==> src/rtl/sparc_mem_pkg.sv <==
// Shared definitions for the SPARC data-memory access sequencer:
// FSM states, access size codes, RAM opcode layout and the alignment rule.
package sparc_mem_pkg;

  typedef enum logic [2:0] {
    IDLE,
    ADDR,
    ISSUE,
    CAPTURE,
    DONE,
    TRAP_MA,
    TRAP_TO
  } mem_state_t;

  localparam logic [1:0] SZ_BYTE = 2'b00;
  localparam logic [1:0] SZ_HALF = 2'b01;
  localparam logic [1:0] SZ_WORD = 2'b10;

  // RAM_OpCode = {2'b00, signed, is_store, size}
  localparam int OP_WIDTH      = 6;
  localparam int OP_SIZE_LSB   = 0;
  localparam int OP_STORE_BIT  = 2;
  localparam int OP_SIGNED_BIT = 3;

  // Reserved size code 11 is always treated as misaligned.
  function automatic logic is_misaligned(input logic [1:0] size, input logic [1:0] addr_lo);
    logic mis;
    case (size)
      SZ_BYTE: mis = 1'b0;
      SZ_HALF: mis = addr_lo[0];
      SZ_WORD: mis = (addr_lo != 2'b00);
      default: mis = 1'b1;
    endcase
    return mis;
  endfunction

endpackage

==> src/rtl/mem_timeout_counter.sv <==
// 8-bit ISSUE-cycle counter; flags when the last permitted cycle is reached.
module mem_timeout_counter #(
  parameter int TIMEOUT_CYCLES = 15
) (
  input  logic clk,
  input  logic rst,
  input  logic clear,
  input  logic inc,
  output logic terminal
);

  localparam logic [7:0] TERMINAL_COUNT = 8'(TIMEOUT_CYCLES - 1);

  logic [7:0] count_reg;

  always_ff @(posedge clk or posedge rst) begin
    if (rst) begin
      count_reg <= 8'd0;
    end else if (clear) begin
      count_reg <= 8'd0;
    end else if (inc) begin
      count_reg <= count_reg + 8'd1;
    end
  end

  assign terminal = (count_reg == TERMINAL_COUNT);

endmodule

==> src/rtl/mem_access_sequencer.sv <==
// Sequences one load/store through MAR, MDR and RAM, waiting for MFC and
// reporting completion, misalignment or timeout. All outputs are Moore.
module mem_access_sequencer
  import sparc_mem_pkg::*;
#(
  parameter int TIMEOUT_CYCLES = 15
) (
  input  logic       Clk,
  input  logic       RESET,
  input  logic       req,
  input  logic       is_store,
  input  logic [1:0] size,
  input  logic       is_signed,
  input  logic [1:0] addr_lo,
  input  logic       MFC,
  output logic       MAR_Enable,
  output logic       MDR_Enable,
  output logic       MDR_Mux_select,
  output logic       RAM_enable,
  output logic [5:0] RAM_OpCode,
  output logic       busy,
  output logic       done,
  output logic       trap_misaligned,
  output logic       trap_timeout
);

  mem_state_t state_reg, state_next;

  logic       store_reg;
  logic       signed_reg;
  logic [1:0] size_reg;
  logic       accept;
  logic       tmo_terminal;
  logic [OP_WIDTH-1:0] opcode;

  assign accept = (state_reg == IDLE) && req;

  always_ff @(posedge Clk or posedge RESET) begin
    if (RESET) begin
      state_reg <= IDLE;
    end else begin
      state_reg <= state_next;
    end
  end

  // Request fields are captured once; the inputs are free to change afterwards.
  always_ff @(posedge Clk or posedge RESET) begin
    if (RESET) begin
      store_reg  <= 1'b0;
      signed_reg <= 1'b0;
      size_reg   <= SZ_BYTE;
    end else if (accept) begin
      store_reg  <= is_store;
      signed_reg <= is_signed & ~is_store;
      size_reg   <= size;
    end
  end

  mem_timeout_counter #(
    .TIMEOUT_CYCLES(TIMEOUT_CYCLES)
  ) u_timeout (
    .clk      (Clk),
    .rst      (RESET),
    .clear    (state_reg == ADDR),
    .inc      (state_reg == ISSUE),
    .terminal (tmo_terminal)
  );

  always_comb begin
    opcode = '0;
    opcode[OP_SIZE_LSB +: 2] = size_reg;
    opcode[OP_STORE_BIT]     = store_reg;
    opcode[OP_SIGNED_BIT]    = signed_reg;
  end

  always_comb begin
    state_next      = state_reg;
    MAR_Enable      = 1'b0;
    MDR_Enable      = 1'b0;
    MDR_Mux_select  = 1'b0;
    RAM_enable      = 1'b0;
    RAM_OpCode      = '0;
    busy            = (state_reg != IDLE);
    done            = 1'b0;
    trap_misaligned = 1'b0;
    trap_timeout    = 1'b0;

    case (state_reg)
      IDLE: begin
        if (req) begin
          state_next = is_misaligned(size, addr_lo) ? TRAP_MA : ADDR;
        end
      end
      ADDR: begin
        MAR_Enable = 1'b1;
        MDR_Enable = store_reg;
        state_next = ISSUE;
      end
      ISSUE: begin
        RAM_enable = 1'b1;
        RAM_OpCode = opcode;
        // A completing MFC beats a simultaneous terminal count.
        if (MFC) begin
          state_next = store_reg ? DONE : CAPTURE;
        end else if (tmo_terminal) begin
          state_next = TRAP_TO;
        end
      end
      CAPTURE: begin
        RAM_enable     = 1'b1;
        RAM_OpCode     = opcode;
        MDR_Enable     = 1'b1;
        MDR_Mux_select = 1'b1;
        state_next     = DONE;
      end
      DONE: begin
        done       = 1'b1;
        state_next = IDLE;
      end
      TRAP_MA: begin
        trap_misaligned = 1'b1;
        state_next      = IDLE;
      end
      TRAP_TO: begin
        trap_timeout = 1'b1;
        state_next   = IDLE;
      end
      default: begin
        state_next = IDLE;
      end
    endcase
  end

endmodule

==> config.mk <==
export PLATFORM = sky130hd
export DESIGN_NAME = mem_access_sequencer
export DESIGN_NICKNAME = d
export VERILOG_FILES = /design/src/rtl/sparc_mem_pkg.sv /design/src/rtl/mem_timeout_counter.sv /design/src/rtl/mem_access_sequencer.sv
export SDC_FILE = /design/constraint.sdc
export NUM_CORES = 1
export LEC_CHECK = 0
export CAP_MARGIN = 10
export CORE_UTILIZATION = 31
export CTS_BUF_LIST = sky130_fd_sc_hd__clkbuf_8
export CTS_CLUSTER_SIZE = 14
export DETAILED_ROUTE_END_ITERATION = 8
export SYNTH_ARGS = -nofsm -noshare
export SYNTH_HDL_FRONTEND = slang
export SYNTH_SLANG_ARGS = --single-unit
==> constraint.sdc <==
create_clock -name Clk -period 2 [get_ports Clk]
set_input_delay 0.5 -clock Clk [delete_from_list [all_inputs] [get_ports Clk]]
set_output_delay 0.5 -clock Clk [all_outputs]
set_load 0.02 [all_outputs]
### Yosys cells after proc, flatten, opt, wreduce, memory -nomap -nowiden

Index checks and enable logic that the tools add are counted.

| word-level totals | value |
|---|---|
| word-level logic and storage cells | 46 |
| bits of input ports | 10 |
| bits in registers | 15 |

| cells by class | value |
|---|---|
| add/sub/neg operators | 1 |
| muxes and demuxes | 19 |
| bitwise gates (word level) | 2 |
| equal/unequal tests | 11 |
| reductions and logical operators | 8 |

Operator list:

| kind | count |
|---|---|
| $mux W8 | 2 |
| $mux W3 | 5 |
| $pmux W3 S4 | 1 |
| $eq A3 B3 Y1 const B | 3 |
| $add A8 B1 Y8 const B | 1 |
| $eq A8 B4 Y1 const B | 1 |
| $mux W1 | 8 |
| $eq A3 B2 Y1 const B | 2 |
| $mux W4 | 1 |
| $reduce_bool A2 Y1 | 2 |
| $eq A3 B1 Y1 const B | 1 |
| $logic_not A3 Y1 | 1 |
| $ne A3 B3 Y1 const B | 1 |
| $pmux W1 S3 | 1 |
| $reduce_bool A3 Y1 | 1 |
| $eq A2 B1 Y1 const B | 1 |
| $eq A2 B2 Y1 const B | 1 |
| $logic_not A2 Y1 | 1 |
| $ne A2 B2 Y1 const B | 1 |
| $pmux W1 S2 | 1 |
| $reduce_and A2 Y1 | 1 |
| $reduce_or A2 Y1 | 1 |
| $and A1 B1 Y1 | 1 |
| $logic_and A1 B1 Y1 | 1 |
| $not A1 Y1 | 1 |

### Logic depth before layout (Yosys ltp)

| logic depth | value |
|---|---|
| depth in word-level cells | 7 |
| mapped depth | 5 |
| depth with buffers taken out | 5 |

### Modules after synthesis

A second synthesis with hierarchy kept.

| unflattened totals | value |
|---|---|
| cells, all modules | 95 |
| area, all modules | 897.1 µm² |

Modules (own cells, without submodules):

| module | cells each | times used | area each (µm²) | seq. area each (µm²) |
|---|---|---|---|---|
| mem_access_sequencer | 53 | 1 | 470.5 | 175.2 |
| mem_timeout_counter | 42 | 1 | 426.7 | 200.2 |

### Worst setup path before layout

No wires, ideal clock.

| path | value |
|---|---|
| kind | register -> output |
| start point | register state_reg[1] |
| end point | output MDR_Mux_select |
| setup slack | 0.406 ns |
| arrival time | 1.094 ns |
| path buffers | 1 |
| stages on the path, launching flop included | 4 |
| required time | 1.500 ns |
| cells stage by stage | dfrtp_1 buf_2 and2b_1 and2_1 |

| on the way | value |
|---|---|
| cells in the longest elaborated chain, start to end | 2 |

RTL lines:

| what | RTL line | text |
|---|---|---|
| from (decl) | mem_access_sequencer.sv:27 | `mem_state_t state_reg, state_next;` |
| from (signal assigned) | mem_access_sequencer.sv:42 | `state_reg <= state_next;` |
| $eq A3 B2 Y1 | mem_access_sequencer.sv:88 | `case (state_reg)` |
| $mux W1 | mem_access_sequencer.sv:88 |  |
| to (decl) | mem_access_sequencer.sv:18 | `output logic MDR_Mux_select,` |

No other way between the ends.

### Worst setup path in the final report

| path | value |
|---|---|
| start point | register state_reg[1] |
| end point | output trap_misaligned |

| on the way | value |
|---|---|
| cells in the longest elaborated chain, start to end | 2 |

RTL lines:

| what | RTL line | text |
|---|---|---|
| $eq A3 B3 Y1 | mem_access_sequencer.sv:88 |  |
| $mux W1 | mem_access_sequencer.sv:88 |  |
| to (decl) | mem_access_sequencer.sv:23 | `output logic trap_misaligned,` |

No other way between the ends.

==> results.yml <==
floorplanning:
  io_pins: 24
  core_area_sq_um: 2758
  fp.dieW_microns: 55.95
  initial_core_util_pct: 32.71
  die-area_sq_um: 3130
  die_height_microns: 55.95
  rows: 19
final_layout:
  post-route-util_pct: 43.51
  area_growth_pct: 33.01
  design_area_sq_um: 1200
  drive_gt1_share_pct: 16.95
  multi_input_area_sq_um: 471.7
  seq_area_sq_um: 376.6
  largest_reg_flops: 8
  nNetsFinal: 131
  fillers: 270
  diodes: 0
cts:
  cts_buffers: 3
  clockBufferDepth: 2
  clock-sinks: 15
  h-tree-depth: 1
  cts_tree: "built"
  cts_hold_buf: 0
  clockRootBuffer: "clkbuf_8"
  clk_latency_ps: 250
  clk_pin_slew_ps: 60
  cts_setup_buffers: 0
sta:
  whs_ps: 480.0
  finalCritPeriodShare_pct: 95.74
  finalCriticalPeriod_ps: 1915
  setup_viol: 0
  slew_headroom_pct: 61.27
  setup_ws_ps: 85.17
  hold_viol_final: 0
  worstMarginPinSlew_ps: 580.3
  fmax_ghz: 0.5222
  rsz0062_at_grt: "no"
  skew_ps: 6.298
  drv_slew: 0
synthesis:
  ys_top_cells_by_area: "dfrtp_1, mux2i_1, mux2_4"
  async_flop_share_pct: 100.0
  synth_top_area_cell: "dfrtp_1"
  seq_area_frac_synth_pct: 41.61
  ys_types: 35
  synthFlopType: "dfrtp_1"
  synth_edf_count: 0
  syn_inst: 91
  synth-seq-cells: 15
  yosysWarnings: 0
  synth_area_sq_um: 902.1
  synth_common_cells: "dfrtp_1, nand2_1"
  yosysTopAreaCellShare_pct: 41.61
  synth_most_common_cell: "dfrtp_1"
  avgSynthCellArea_sq_um: 9.913
hold_path:
  hold_class: "flip-flop to flip-flop"
critical_path:
  cp_top_family: "buffers and inverters"
  worstPathCellList: "buf_4 > nand2b_1 > nor2_1 > dlygate4sd2_1"
  slowest_delay_ps: 410
  cp.arrival_ps: 1410
  start_kind: "flip-flop"
  crit_type: "flip-flop to output port"
  required_ps: 1500
  path_buf_inv: 2
  crit_path_top_delay_cell: "dfrtp_1"
  critical_path.endpoint_type: "output port"
  cp_max_fo: 10
route:
  dr.pass1.iters: 4
  drt-total-wl_microns: 1913
  vias: 750
  via_per_inst: 5.034
  drt.antenna.violating_nets: 0
  route.detailed.wl_per_inst_microns: 12.84
  drtIter0Drc: 6
  post-route-drc-count: 0
grt:
  grt_pass1_wl_microns: 3346
  grt_pass1_vias: 735
  track_usage_pct: 13.76
  grt_overflow_total: 0
  grt_max_degree: 16
  antenna_found_initial: 0
placement:
  place_congestion: 0.8375
  pre_cts_ws_ps: -42.91
  port_buffers: 21
  placed_cell_area_sq_um: 1170
  dp_hpwl_microns: 1460
pwr:
  p_total_mw: 1.459
  power_leakage_nw: 0.6336
  power_density_nw_per_um2: 1216
  peakVddDrop_mv: 0.7146
run_status:
  outcome: "complete, no violations"
flow_run:
  cap_violations: 0
worst paths after layout:
check,startpoint,to,slack [ps],cells past startpoint
worst max-delay path,state_reg[1],trap_misaligned,90,4
worst min-delay path,u_timeout.count_reg[7],u_timeout.count_reg[7],480,1
worst max register to register,state_reg[0],store_reg,260,3
worst min register to register,u_timeout.count_reg[7],u_timeout.count_reg[7],480,1
max in group asynchronous,RESET,state_reg[0],980,2
min in group asynchronous,RESET,u_timeout.count_reg[3],610,2
where the power goes:
part,leakage [nW],switching [mW],total (mW),internal (mW)
registers,0.196,0.103,0.502,0.399
logic,0.411,0.365,0.720,0.355
clock network,0.0269,0.102,0.237,0.136
per-layer routing:
layer | routed length, microns | up-vias | global-route usage (%)
li1 | - | 375 | -
met1 | 897 | 354 | 17.24
met2 | 896 | 17 | 22.72
met3 | 102 | 4 | 4.419
met4 | 17 | 0 | 4.181
met5 | 0 | - | 0
what timing repair did:
action                                  in CTS  in global routing
endpoints found under the setup margin      12                  2
resized for setup                           14                  3
hold endpoints to repair                     0                  0
logic make-up (layout without fill, tap and decap cells):
logic type	after synthesis	count (layout)	synth area share, %
AOI/OAI and AO/OA	11	11	8.322
adders and majority gates	2	2	2.773
buffers and inverters	11	37	6.655
DFF	15	15	41.61
muxes	9	9	11.79
other	1	2	0.4157
and+or+nand+nor	42	42	28.43
cell usage in the layout (no fill, tap or decap), drive strengths merged:
cell type	Yosys	final
nand2b	3	3
a2111oi	1	1
and4	1	1
nand2	8	8
clkdlybuf4s50	0	9
nand4	2	2
mux2i	5	5
nand3	5	5
or3b	2	2
and2	5	5
dlygate4sd2	0	10
mux2	4	4
and2b	1	1
a21o	1	1
inv	4	5
o21ai	5	5
conb	1	2
or3	1	1
clkdlybuf4s15	0	1
buf	6	8
a21oi	2	2
and3	1	1
a211oi	1	1
dfrtp	15	15
clkbuf	1	4
nor2	1	1
nor3	5	5
or4b	1	1
ha	2	2
nand3b	1	1
or4	1	1
nor3b	2	2
o211a	1	1
and4b	2	2
worst register-to-register path, delay by kind of cell, from the launching register on:
kind / cells / cell delay (ps)
flops: 1 / 430
mux: 1 / 340
simple gates: 1 / 680
buf+inv: 1 / 180
area by class of cell:
type | count | area share (%)
Clock buffer | 3 | 3.441
Timing Repair Buffer | 29 | 21.06
Inverter | 4 | 1.251
Tap cell | 31 | 3.233
Clock inverter | 1 | 0.3128
Multi-Input combinational cell | 66 | 39.31
Sequential cell | 15 | 31.39
metrics by stage:
step / TNS [ps] / instances
6_report: 0 / 149
5_1_grt: 0 / 149
4_1_cts: 0 / 149
3_5_place_dp: -131.0 / 145
3_3_place_gp: -64.12 / 145
2_1_floorplan: 0 / 92
No activity file was read; power rests on OpenSTA's default activity.
